===== config.mk =====
export PLATFORM = sky130hd
export DESIGN_NAME = mac_accumulate_unit_flat
export DESIGN_NICKNAME = d
export VERILOG_FILES = /design/src/rtl/mac_accumulate_unit_pkg.sv /design/src/rtl/mac_accumulate_unit_if.sv /design/src/rtl/mac_mult_stage.sv /design/src/rtl/mac_accumulate_unit.sv /design/src/flat_wrapper.sv
export SDC_FILE = /design/constraint.sdc
export NUM_CORES = 1
export LEC_CHECK = 0
export ABC_CLOCK_PERIOD_IN_PS = 8700
export BUFFER_PORTS_ARGS = -buffer_cell sky130_fd_sc_hd__buf_2
export CAP_MARGIN = 20
export CORE_UTILIZATION = 60
export CTS_CLUSTER_SIZE = 8
export DETAILED_ROUTE_END_ITERATION = 6
export HOLD_SLACK_MARGIN = 0.15
export PLACE_DENSITY_LB_ADDON = 0.08
export SLEW_MARGIN = 20
export SYNTH_ARGS = -nofsm -noshare
export SYNTH_HDL_FRONTEND = slang
export SYNTH_HIERARCHICAL = 1
export SYNTH_SLANG_ARGS = --single-unit

===== constraint.sdc =====
create_clock -name clk -period 8.7 [get_ports clk]
set_clock_uncertainty 0.15 [all_clocks]
set_input_delay 0.87 -clock clk [delete_from_list [all_inputs] [get_ports clk]]
set_output_delay 0.87 -clock clk [all_outputs]
set_load 0.005 [all_outputs]

===== src/rtl/mac_accumulate_unit_pkg.sv =====
// Shared types and helpers for mac_accumulate_unit: FSM state encoding,
// result narrowing/saturation and elaboration-time width checks.
package mac_pkg;

    typedef enum logic [1:0] {
        IDLE  = 2'd0,
        ACCUM = 2'd1,
        FINAL = 2'd2,
        HOLD  = 2'd3
    } mac_state_t;

    function automatic int min_acc_width(input int in_width, input int acc_length);
        return 2 * in_width + $clog2(acc_length);
    endfunction

    function automatic int cnt_width(input int acc_length);
        return (acc_length > 1) ? $clog2(acc_length) : 1;
    endfunction

    function automatic logic signed [63:0] out_max(input int width);
        return (64'sd1 <<< (width - 1)) - 64'sd1;
    endfunction

    function automatic logic signed [63:0] out_min(input int width);
        return -(64'sd1 <<< (width - 1));
    endfunction

    function automatic logic out_of_range(input logic signed [63:0] r, input int width);
        return (r > out_max(width)) || (r < out_min(width));
    endfunction

    function automatic logic signed [63:0] saturate(input logic signed [63:0] r, input int width);
        if (r > out_max(width)) return out_max(width);
        if (r < out_min(width)) return out_min(width);
        return r;
    endfunction

endpackage


===== src/rtl/mac_accumulate_unit_if.sv =====
// Operand input stream and result output stream of mac_accumulate_unit.
// The slave modport is the unit itself; master is whoever drives operands and takes results.
interface mac_accumulate_unit_if #(
    parameter int DataInputWidth  = 8,
    parameter int DataOutputWidth = 8
);
    logic                               InValid;
    logic                               InReady;
    logic signed [DataInputWidth-1:0]   InA;
    logic signed [DataInputWidth-1:0]   InB;
    logic                               InLast;
    logic                               OutValid;
    logic                               OutReady;
    logic signed [DataOutputWidth-1:0]  DataOut;
    logic                               OutOvf;

    modport master (
        output InValid, InA, InB, InLast, OutReady,
        input  InReady, OutValid, DataOut, OutOvf
    );

    modport slave (
        input  InValid, InA, InB, InLast, OutReady,
        output InReady, OutValid, DataOut, OutOvf
    );
endinterface


===== src/rtl/mac_mult_stage.sv =====
// Registered signed multiplier; carries frame-position flags alongside the product
// so the accumulator sees first/last markers aligned with the product.
module mac_mult_stage #(
    parameter int Width = 8
) (
    input  logic                      clk,
    input  logic                      sclr,
    input  logic                      valid,
    input  logic signed [Width-1:0]   a,
    input  logic signed [Width-1:0]   b,
    input  logic                      first,
    input  logic                      last,
    output logic signed [2*Width-1:0] product,
    output logic                      product_valid,
    output logic                      product_first,
    output logic                      product_last
);

    always_ff @(posedge clk or posedge sclr) begin
        if (sclr) begin
            product       <= '0;
            product_valid <= 1'b0;
            product_first <= 1'b0;
            product_last  <= 1'b0;
        end else begin
            product_valid <= valid;
            if (valid) begin
                product       <= (2*Width)'(a) * (2*Width)'(b);
                product_first <= first;
                product_last  <= last;
            end
        end
    end

endmodule


===== src/rtl/mac_accumulate_unit.sv =====
// Signed multiply-accumulate over frames of AccLength beats (or shorter on InLast).
// Define MAC_SATURATE_EN to clamp out-of-range results instead of wrapping.
//
// state | meaning
// IDLE  | no frame open
// ACCUM | frame open, accepting beats
// FINAL | last product in flight, input stalled
// HOLD  | result held until taken downstream
module mac_accumulate_unit
    import mac_pkg::*;
#(
    parameter int DataInputWidth  = 8,
    parameter int DataOutputWidth = 8,
    parameter int AccWidth        = 24,
    parameter int AccLength       = 16,
    parameter int OutShift        = 0
) (
    input  logic             clk,
    input  logic             sclr,
    mac_accumulate_unit_if.slave bus
);

    localparam int CntWidth = cnt_width(AccLength);
    localparam logic [CntWidth-1:0] LastCount = CntWidth'(AccLength - 1);

    generate
        if (AccLength < 1 || AccWidth > 64 || DataOutputWidth > AccWidth ||
            AccWidth < min_acc_width(DataInputWidth, AccLength)) begin : g_bad_params
            $error("mac_accumulate_unit: AccWidth too small for operand width and AccLength");
        end
    endgenerate

    mac_state_t state, state_next;
    logic [CntWidth-1:0] count;
    logic in_ready, beat, last_beat, first_beat;

    logic signed [2*DataInputWidth-1:0] product;
    logic product_valid, product_first, product_last;

    logic signed [AccWidth-1:0] acc, acc_base, acc_sum, shifted;
    logic signed [63:0] wide_result, narrowed;
    logic ovf;

    assign bus.InReady = in_ready & ~sclr;
    assign beat        = bus.InValid & bus.InReady;
    assign first_beat  = (count == '0);
    assign last_beat   = bus.InLast | (count == LastCount);

    mac_mult_stage #(.Width(DataInputWidth)) u_mult (
        .clk           (clk),
        .sclr          (sclr),
        .valid         (beat),
        .a             (bus.InA),
        .b             (bus.InB),
        .first         (first_beat),
        .last          (last_beat),
        .product       (product),
        .product_valid (product_valid),
        .product_first (product_first),
        .product_last  (product_last)
    );

    always_comb begin
        in_ready = 1'b0;
        case (state)
            IDLE, ACCUM: in_ready = 1'b1;
            HOLD:        in_ready = bus.OutReady;
            default:     in_ready = 1'b0;
        endcase
    end

    always_comb begin
        state_next = state;
        case (state)
            IDLE, ACCUM: begin
                if (beat) state_next = last_beat ? FINAL : ACCUM;
            end
            FINAL: state_next = HOLD;
            HOLD: begin
                // Retiring the result and opening a new frame can share one cycle.
                if (bus.OutReady) begin
                    if (beat) state_next = last_beat ? FINAL : ACCUM;
                    else      state_next = IDLE;
                end
            end
            default: state_next = IDLE;
        endcase
    end

    assign acc_base    = product_first ? '0 : acc;
    assign acc_sum     = acc_base + AccWidth'(product);
    assign shifted     = acc_sum >>> OutShift;
    assign wide_result = 64'(shifted);
    assign ovf         = out_of_range(wide_result, DataOutputWidth);

`ifdef MAC_SATURATE_EN
    assign narrowed = saturate(wide_result, DataOutputWidth);
`else
    assign narrowed = wide_result;
`endif

    always_ff @(posedge clk or posedge sclr) begin
        if (sclr) begin
            state        <= IDLE;
            count        <= '0;
            acc          <= '0;
            bus.OutValid <= 1'b0;
            bus.DataOut  <= '0;
            bus.OutOvf   <= 1'b0;
        end else begin
            state <= state_next;
            if (beat) count <= last_beat ? '0 : count + CntWidth'(1);
            if (product_valid) acc <= acc_sum;
            if (product_valid && product_last) begin
                bus.OutValid <= 1'b1;
                bus.DataOut  <= DataOutputWidth'(narrowed);
                bus.OutOvf   <= ovf;
            end else if (bus.OutValid && bus.OutReady) begin
                bus.OutValid <= 1'b0;
            end
        end
    end

endmodule

===== src/flat_wrapper.sv =====
// flat-port wrapper written by rule: the top's interface ports become plain ports
module mac_accumulate_unit_flat import mac_pkg::*;
#(
    parameter int DataInputWidth  = 8,
    parameter int DataOutputWidth = 8,
    parameter int AccWidth        = 24,
    parameter int AccLength       = 16,
    parameter int OutShift        = 0
)
  (clk, sclr, bus_InValid, bus_InA, bus_InB, bus_InLast, bus_OutReady, bus_InReady, bus_OutValid, bus_DataOut, bus_OutOvf);
  mac_accumulate_unit_if #(.DataInputWidth(DataInputWidth), .DataOutputWidth(DataOutputWidth)) bus_i ();
  input  logic clk;
  input  logic sclr;
  input wire logic [$bits(bus_i.InValid)-1:0] bus_InValid;
  input wire logic [$bits(bus_i.InA)-1:0] bus_InA;
  input wire logic [$bits(bus_i.InB)-1:0] bus_InB;
  input wire logic [$bits(bus_i.InLast)-1:0] bus_InLast;
  input wire logic [$bits(bus_i.OutReady)-1:0] bus_OutReady;
  output wire logic [$bits(bus_i.InReady)-1:0] bus_InReady;
  output wire logic [$bits(bus_i.OutValid)-1:0] bus_OutValid;
  output wire logic [$bits(bus_i.DataOut)-1:0] bus_DataOut;
  output wire logic [$bits(bus_i.OutOvf)-1:0] bus_OutOvf;
  assign bus_i.InValid = bus_InValid;
  assign bus_i.InA = bus_InA;
  assign bus_i.InB = bus_InB;
  assign bus_i.InLast = bus_InLast;
  assign bus_i.OutReady = bus_OutReady;
  assign bus_InReady = bus_i.InReady;
  assign bus_OutValid = bus_i.OutValid;
  assign bus_DataOut = bus_i.DataOut;
  assign bus_OutOvf = bus_i.OutOvf;
  mac_accumulate_unit #(.DataInputWidth(DataInputWidth), .DataOutputWidth(DataOutputWidth), .AccWidth(AccWidth), .AccLength(AccLength), .OutShift(OutShift)) u_core (.clk(clk), .sclr(sclr), .bus(bus_i));
endmodule

==> results of run 1 <==
## report_power, final
group	switching [mW]	leakage [nW]	internal, mW	total [mW]
registers	0.103	0.705	0.406	0.510
clock network	0.107	0.0974	0.146	0.253
logic	1.02	2.38	0.816	1.84
total	1.23	3.19	1.37	2.60
## critical path, stage by stage
cell,delay (ps)
buf_2,150
and2_1,180
fa_1,590
inv_1,150
fa_1,560
inv_1,60
fa_1,520
inv_1,50
fa_1,530
inv_1,40
ha_1,330
o21a_1,160
o21a_1,110
o21ai_0,90
a221o_1,310
a211o_1,260
## routing by layer
layer	part of all wire (%)	global-route usage (%)	vias to the layer above	routed length [um]
li1	-	-	2240	-
met1	48	37.5	2308	6080
met2	48	43.3	83	6070
met3	3.6	4.47	6	453
met4	0.50	3.83	0	63
met5	0	0	-	0
## path summary, 6_finish.rpt
path	startpoint	to	slack, ps	cells past startpoint
max in group asynchronous	sclr	u_core/acc[9]$_DFFE_PP0P_	7150	3
worst max-delay path	bus_InB[4]	u_core/u_mult/product[14]$_DFFE_PP0P_	3800	16
worst max register to register	u_core/u_mult/product_first$_DFFE_PP0P_	u_core/bus.OutOvf$_DFFE_PP0P_	4590	12
worst min register to register	u_core/bus.DataOut[2]$_DFFE_PP0P_	u_core/bus.DataOut[2]$_DFFE_PP0P_	330	2
min in group asynchronous	sclr	u_core/count[3]$_DFFE_PP0P_	460	2
worst min-delay path	u_core/bus.DataOut[2]$_DFFE_PP0P_	u_core/bus.DataOut[2]$_DFFE_PP0P_	330	2
## cells by family after synthesis
group	Yosys count	share of synthesized area (%)
AOI/OAI and AO/OA	111	11.7
xor gates and xnor gates	36	5.09
adders and majority gates	110	29.0
buffers and inverters	105	6.43
DFF	59	23.9
muxes	41	7.44
and+or+nand+nor	187	16.4
## Yosys cell counts, drive strengths merged, types with 2 or more instances
master and instances:
nor4 4, inv 95, nand2b 2, o221ai 2, nor3b 2, o31ai 2, xnor2 30, a211oi 6
nand4 6, nand3 7, nor3 9, dfrtp 59, fa 56, and3 3, xor2 6, a31oi 4
o22ai 2, buf 7, and4 3, o211ai 5, nor2 28, o21a 6, a211o 3, a21oi 34
mux2 40, nor2b 32, o21ai 28, ha 54, a22oi 2, a221oi 2, a21o 9, and2 48
nand2 39, clkbuf 3
## metrics by stage
stage	setup WS, ps	util, %	power [mW]
global placement	3530	65.8	2.29
floorplan	3810	-	1.95
finish	3800	67.9	2.60
detailed placement	3460	65.8	2.33
global route	3560	67.9	2.89
CTS	3800	67.9	2.60
## registers in the layout, summed over array words and instances, names as in the netlist
name	flops
u_core/acc	24
u_core/bus.DataOut	8
u_core/bus.OutOvf	1
u_core/bus.OutValid	1
u_core/count	4
u_core/state	2
u_core/u_mult/product	16
u_core/u_mult/product_first	1
u_core/u_mult/product_last	1
u_core/u_mult/product_valid	1
## cell type report
cell class                      count  area, um2  share of cell area, %
Timing Repair Buffer               34        178                   2.65
Inverter                           95        357                   5.33
Clock inverter                      4       50.0                  0.748
Sequential cell                    59       1480                   22.1
Tap cell                          133        166                   2.49
Clock buffer                       11        151                   2.26
Multi-Input combinational cell    485       4320                   64.5
==> flow_summary.json, run 1 <==
{
  "antenna_found_initial": 0,
  "hold_violations": 0,
  "drive_gt1_share_pct": 14.5,
  "initial_core_util_pct": 62.7,
  "initialDrtViolationCount": 218,
  "period_share_pct": 56.3,
  "cts_buffers": 9,
  "syn-num-nets": 780,
  "setup_viol": 0,
  "gp_congestion": 0.874,
  "hp-class": "reg -> reg",
  "status": "completed",
  "whs_ps": 328,
  "fin_cells": 821,
  "dp_hpwl_um": 10200,
  "syn_inst": 649,
  "ctsHoldBuffers": 0,
  "powerDensity_nw_per_um2": 388,
  "tightest_slew_ps": 921,
  "clkTransAtPathRegs_ps": 70,
  "cp_data_required_time_ps": 8770,
  "yosysTopAreaCell": "dfrtp_1",
  "drt-pass1-iter-count": 4,
  "synthTopCellsByArea": "dfrtp_1 (24%), fa_1 (18%), ha_1 (11%)",
  "period_minus_slack_ps": 4900,
  "ys_seq_area_share_pct": 23.9,
  "max_cap_violations": 0,
  "dieArea_um2": 10700,
  "cts_num_sinks": 59,
  "max_slew_margin_pct": 38.6,
  "io_buffers": 31,
  "die_h_um": 104,
  "synth_top_area_share_pct": 23.9,
  "final_common_cell": "inv_1",
  "ys_types": 55,
  "wl_um": 12700,
  "fin_nets": 815,
  "die_w_um": 104,
  "clk_path_buf_depth": 2,
  "cts_resized": 0,
  "rsz0062_at_grt": "false",
  "grt_pass1_vias": 4816,
  "fmax_ghz": 0.204,
  "grt_use_total_pct": 26.4,
  "maxSlewViolCount": 0,
  "dp.cells": 806,
  "grt_max_degree": 31,
  "critical_path.startpoint_type": "input port",
  "cts_tree": "built",
  "synth-edff-count": 0,
  "avgSynthCellArea_um2": 9.54,
  "ant_nets": 0,
  "cts_max_level": 3,
  "critical_path.max_fanout": 8,
  "ir_drop_mv": 0.196,
  "dr_total_vias": 4637,
  "synth_seq_cells": 59,
  "drc_errors": 0,
  "critical_path_class": "in -> reg",
  "num_io_pins": 32,
  "post_dp_cell_area_um2": 6490,
  "core_um2": 9860,
  "fin_area_um2": 6690,
  "diodes": 0,
  "critical_path_arrival_ps": 4970,
  "wl_per_cell_um": 15.4,
  "n_fill_cell": 819,
  "grt.overflow.total": 0,
  "grt_first_pass_wirelength_um": 22700,
  "power.static_leakage_nw": 3.19,
  "cts.root.buffer_cell": "clkbuf_8",
  "async_flop_share_pct": 100,
  "via_per_inst": 5.65,
  "syn_to_final_growth_pct": 8.15,
  "syn_area_um2": 6190,
  "ys_warn_count": 6,
  "clock_latency_ps": 330,
  "final_cell_mix": "inv_1 (95), dfrtp_1 (59), fa_1 (56)",
  "rows": 36,
  "cts_setup_buffers": 0,
  "tns_ps": 0,
  "endpoint_kind": "flop",
  "yosys_most_used_dff": "dfrtp_1"
}
Power figures use the tool's default switching activity.
==> inputs of run 2 (changes only) <==
--- a/config.mk
+++ b/config.mk
@@ -5,10 +5,10 @@
 export SDC_FILE = /design/constraint.sdc
 export NUM_CORES = 1
 export LEC_CHECK = 0
-export ABC_CLOCK_PERIOD_IN_PS = 8700
+export ABC_CLOCK_PERIOD_IN_PS = 4400
 export BUFFER_PORTS_ARGS = -buffer_cell sky130_fd_sc_hd__buf_2
 export CAP_MARGIN = 20
-export CORE_UTILIZATION = 60
+export CORE_UTILIZATION = 57
 export CTS_CLUSTER_SIZE = 8
 export DETAILED_ROUTE_END_ITERATION = 6
 export HOLD_SLACK_MARGIN = 0.15
==> constraint.sdc (replaced) <==
create_clock -name clk -period 4.4 [get_ports clk]
set_clock_uncertainty 0.15 [all_clocks]
set_input_delay 0.44 -clock clk [delete_from_list [all_inputs] [get_ports clk]]
set_output_delay 0.44 -clock clk [all_outputs]
set_load 0.005 [all_outputs]
==> run 2 against run 1 <==
Net effect:
- via count up 3.1%
- sequential power up 91%
- flip-flop and latch count unchanged
- critical path depth unchanged
- wire length up 3.7%
- largest cell class unchanged
==> flow_summary.json, run 2 (same netlist as run 1, synthesis figures left out) <==
{
  "rsz0062_at_grt": "false",
  "wl_per_cell_um": 15.1,
  "grt_use_met3_pct": 3.80,
  "drc_errors": 0,
  "antenna_found_initial": 0,
  "die_w_um": 106,
  "top_usage_layer": "met2",
  "die_h_um": 106,
  "comb_power_share_pct": 73.8,
  "grt.overflow.total": 0,
  "power.static_leakage_nw": 3.40,
  "endpoint_kind": "flop",
  "ant_nets": 0,
  "rows": 37,
  "cts_num_sinks": 59,
  "grt_max_degree": 32,
  "cp_data_required_time_ps": 4480,
  "critical_path.startpoint_type": "input port",
  "intPower_mw": 2.88,
  "via_per_inst": 5.49,
  "powerDensity_nw_per_um2": 774,
  "grt_use_total_pct": 26.1,
  "tns_ps": 0,
  "pre_cts_ws_ps": -194,
  "n_fill_cell": 863,
  "max_cap_violations": 0,
  "critical_path_arrival_ps": 4290,
  "gp_congestion": 0.901,
  "multi_input_area_um2": 4330,
  "fin_nets": 861,
  "ff_latch_area_um2": 1480,
  "r2r_end": "u_core/bus.OutOvf$_DFFE_PP0P_",
  "critical_path_class": "in -> reg",
  "hp-class": "in -> reg",
  "initial_core_util_pct": 59.4,
  "fmax_ghz": 0.237,
  "period_minus_slack_ps": 4220,
  "syn_to_final_growth_pct": 14.1,
  "seqPwrFrac_pct": 17.8,
  "clk_path_buf_depth": 2,
  "reg2reg_from": "u_core/u_mult/product_first$_DFFE_PP0P_",
  "dp.cells": 853,
  "initialDrtViolationCount": 272,
  "core_um2": 10400,
  "clock_latency_ps": 350,
  "cts.root.buffer_cell": "clkbuf_8",
  "min_path_cells": 4,
  "drive_gt1_share_pct": 20.4,
  "use_met2_pct": 42.5,
  "met1_usage_pct": 37.6,
  "dieArea_um2": 11300,
  "whs_ps": 313,
  "critical_path.max_fanout": 5,
  "diodes": 0,
  "reg2reg_setup_slack_ps": 810,
  "drt-pass1-iter-count": 4,
  "hold_start": "bus_InValid",
  "dr_total_vias": 4779,
  "setup_ws_ps": 183,
  "hold_path_end": "u_core/count[0]$_DFFE_PP0P_",
  "reg_top3": "u_core/acc: 24 flops, u_core/u_mult/product: 16 flops, u_core/bus.DataOut: 8 flops",
  "dp_hpwl_um": 10800,
  "grt_first_pass_wirelength_um": 23300,
  "wl_um": 13100,
  "num_io_pins": 32,
  "swShare_pct": 47.2,
  "clkTransAtPathRegs_ps": 70,
  "final_cell_mix": "inv_1 (93), dfrtp_1 (59), fa_1 (56)",
  "period_share_pct": 95.8,
  "maxSlewViolCount": 0,
  "p_switching_mw": 2.58,
  "largest_reg_flops": 24,
  "io_buffers": 31,
  "grt_pass1_vias": 5003,
  "clkPwrFrac_pct": 8.4,
  "tightest_slew_ps": 796,
  "fin_cells": 871,
  "cts_setup_buffers": 0,
  "ir_drop_mv": 0.403,
  "cts_buffers": 9,
  "final_common_cell": "inv_1",
  "post_dp_cell_area_um2": 6850,
  "fin_area_um2": 7060,
  "regMostFlops": "u_core/acc",
  "cts_tree": "built",
  "cts_max_level": 3,
  "max_slew_margin_pct": 46.9,
  "reg2regPathDepth": 13,
  "setup_viol": 0,
  "status": "completed",
  "hold_violations": 0
}
[run 2: cell types whose count changed in the layout (fill, tap and decap cells not counted), moves of 2 or more]
cell / delta
buf_4: +43
inv_6: +3
clkbuf_8: -2
dlygate4sd3_1: +2
inv_1: -2
inv_2: +2
o21ai_0: -2
o21ai_1: +2
[run 2: area by class of cell]
| class | count | share of cell area (%) |
|---|---|---|
| multi-input cells | 485 | 61.4 |
| flip-flops and latches | 59 | 20.9 |
| repair buffers | 80 | 7.66 |
| inverters | 95 | 5.05 |
| well taps | 136 | 2.41 |
| clock buffers | 9 | 1.75 |
| clock inverters | 7 | 0.833 |
[run 2: worst max-delay path: stages]
cell,delay [ps]
buf_2,130
and2_1,180
fa_1,540
inv_2,80
fa_1,540
inv_1,60
fa_1,530
inv_1,50
fa_1,520
inv_1,60
ha_4,280
o21a_1,130
o21a_1,110
o21ai_1,70
a221o_1,300
a211o_1,260
[run 2: how the worst max path moves through the flow]
| stage | from | to | slack (ps) | cells after the start |
|---|---|---|---|---|
| 2_1_floorplan | bus_InB[4] | u_core/u_mult/product[14]$_DFFE_PP0P_ | 20 | 15 |
| 3_3_place_gp | bus_InB[4] | u_core/u_mult/product[14]$_DFFE_PP0P_ | -150 | 16 |
| 3_5_place_dp | bus_InB[4] | u_core/u_mult/product[14]$_DFFE_PP0P_ | -190 | 16 |
| 4_1_cts | bus_InB[4] | u_core/u_mult/product[14]$_DFFE_PP0P_ | 150 | 16 |
| 5_1_grt | bus_InA[7] | u_core/u_mult/product[9]$_DFFE_PP0P_ | 9 | 18 |
| 6_report | bus_InA[7] | u_core/u_mult/product[14]$_DFFE_PP0P_ | 180 | 16 |
[run 2: layer usage]
metal | up-vias | part of all wire [%] | routed length (um)
met1 | 2355 | 49 | 6420
met3 | 8 | 3.6 | 468
met4 | 0 | 0.77 | 101
met2 | 78 | 47 | 6160
li1 | 2338 | - | -
met5 | - | 0 | 0
[run 2: power by group through the flow]
stage | clock (mW) | combinational, mW | sequential (mW)
2_1_floorplan | 0 | 2.95 | 0.927
3_3_place_gp | 0 | 3.86 | 0.971
3_5_place_dp | 0 | 3.97 | 0.982
4_1_cts | 0.475 | 4.00 | 0.973
5_1_grt | 0.493 | 4.54 | 0.999
6_report | 0.460 | 4.03 | 0.974
[run 2: through the flow]
step / total power, mW / utilization, %
floorplan: 3.88 / -
detailed placement: 4.95 / 65.8
CTS: 5.45 / 67.7
finish: 5.46 / 67.8
global route: 6.03 / 67.8
global placement: 4.83 / 65.8
[run 2: what timing repair did]
action / 4_1_cts / 5_1_grt
resized for setup: 0 / 5
hold endpoints to repair: 31 / 0
hold buffers: 2 / 0
endpoints found under the setup margin: 0 / 3
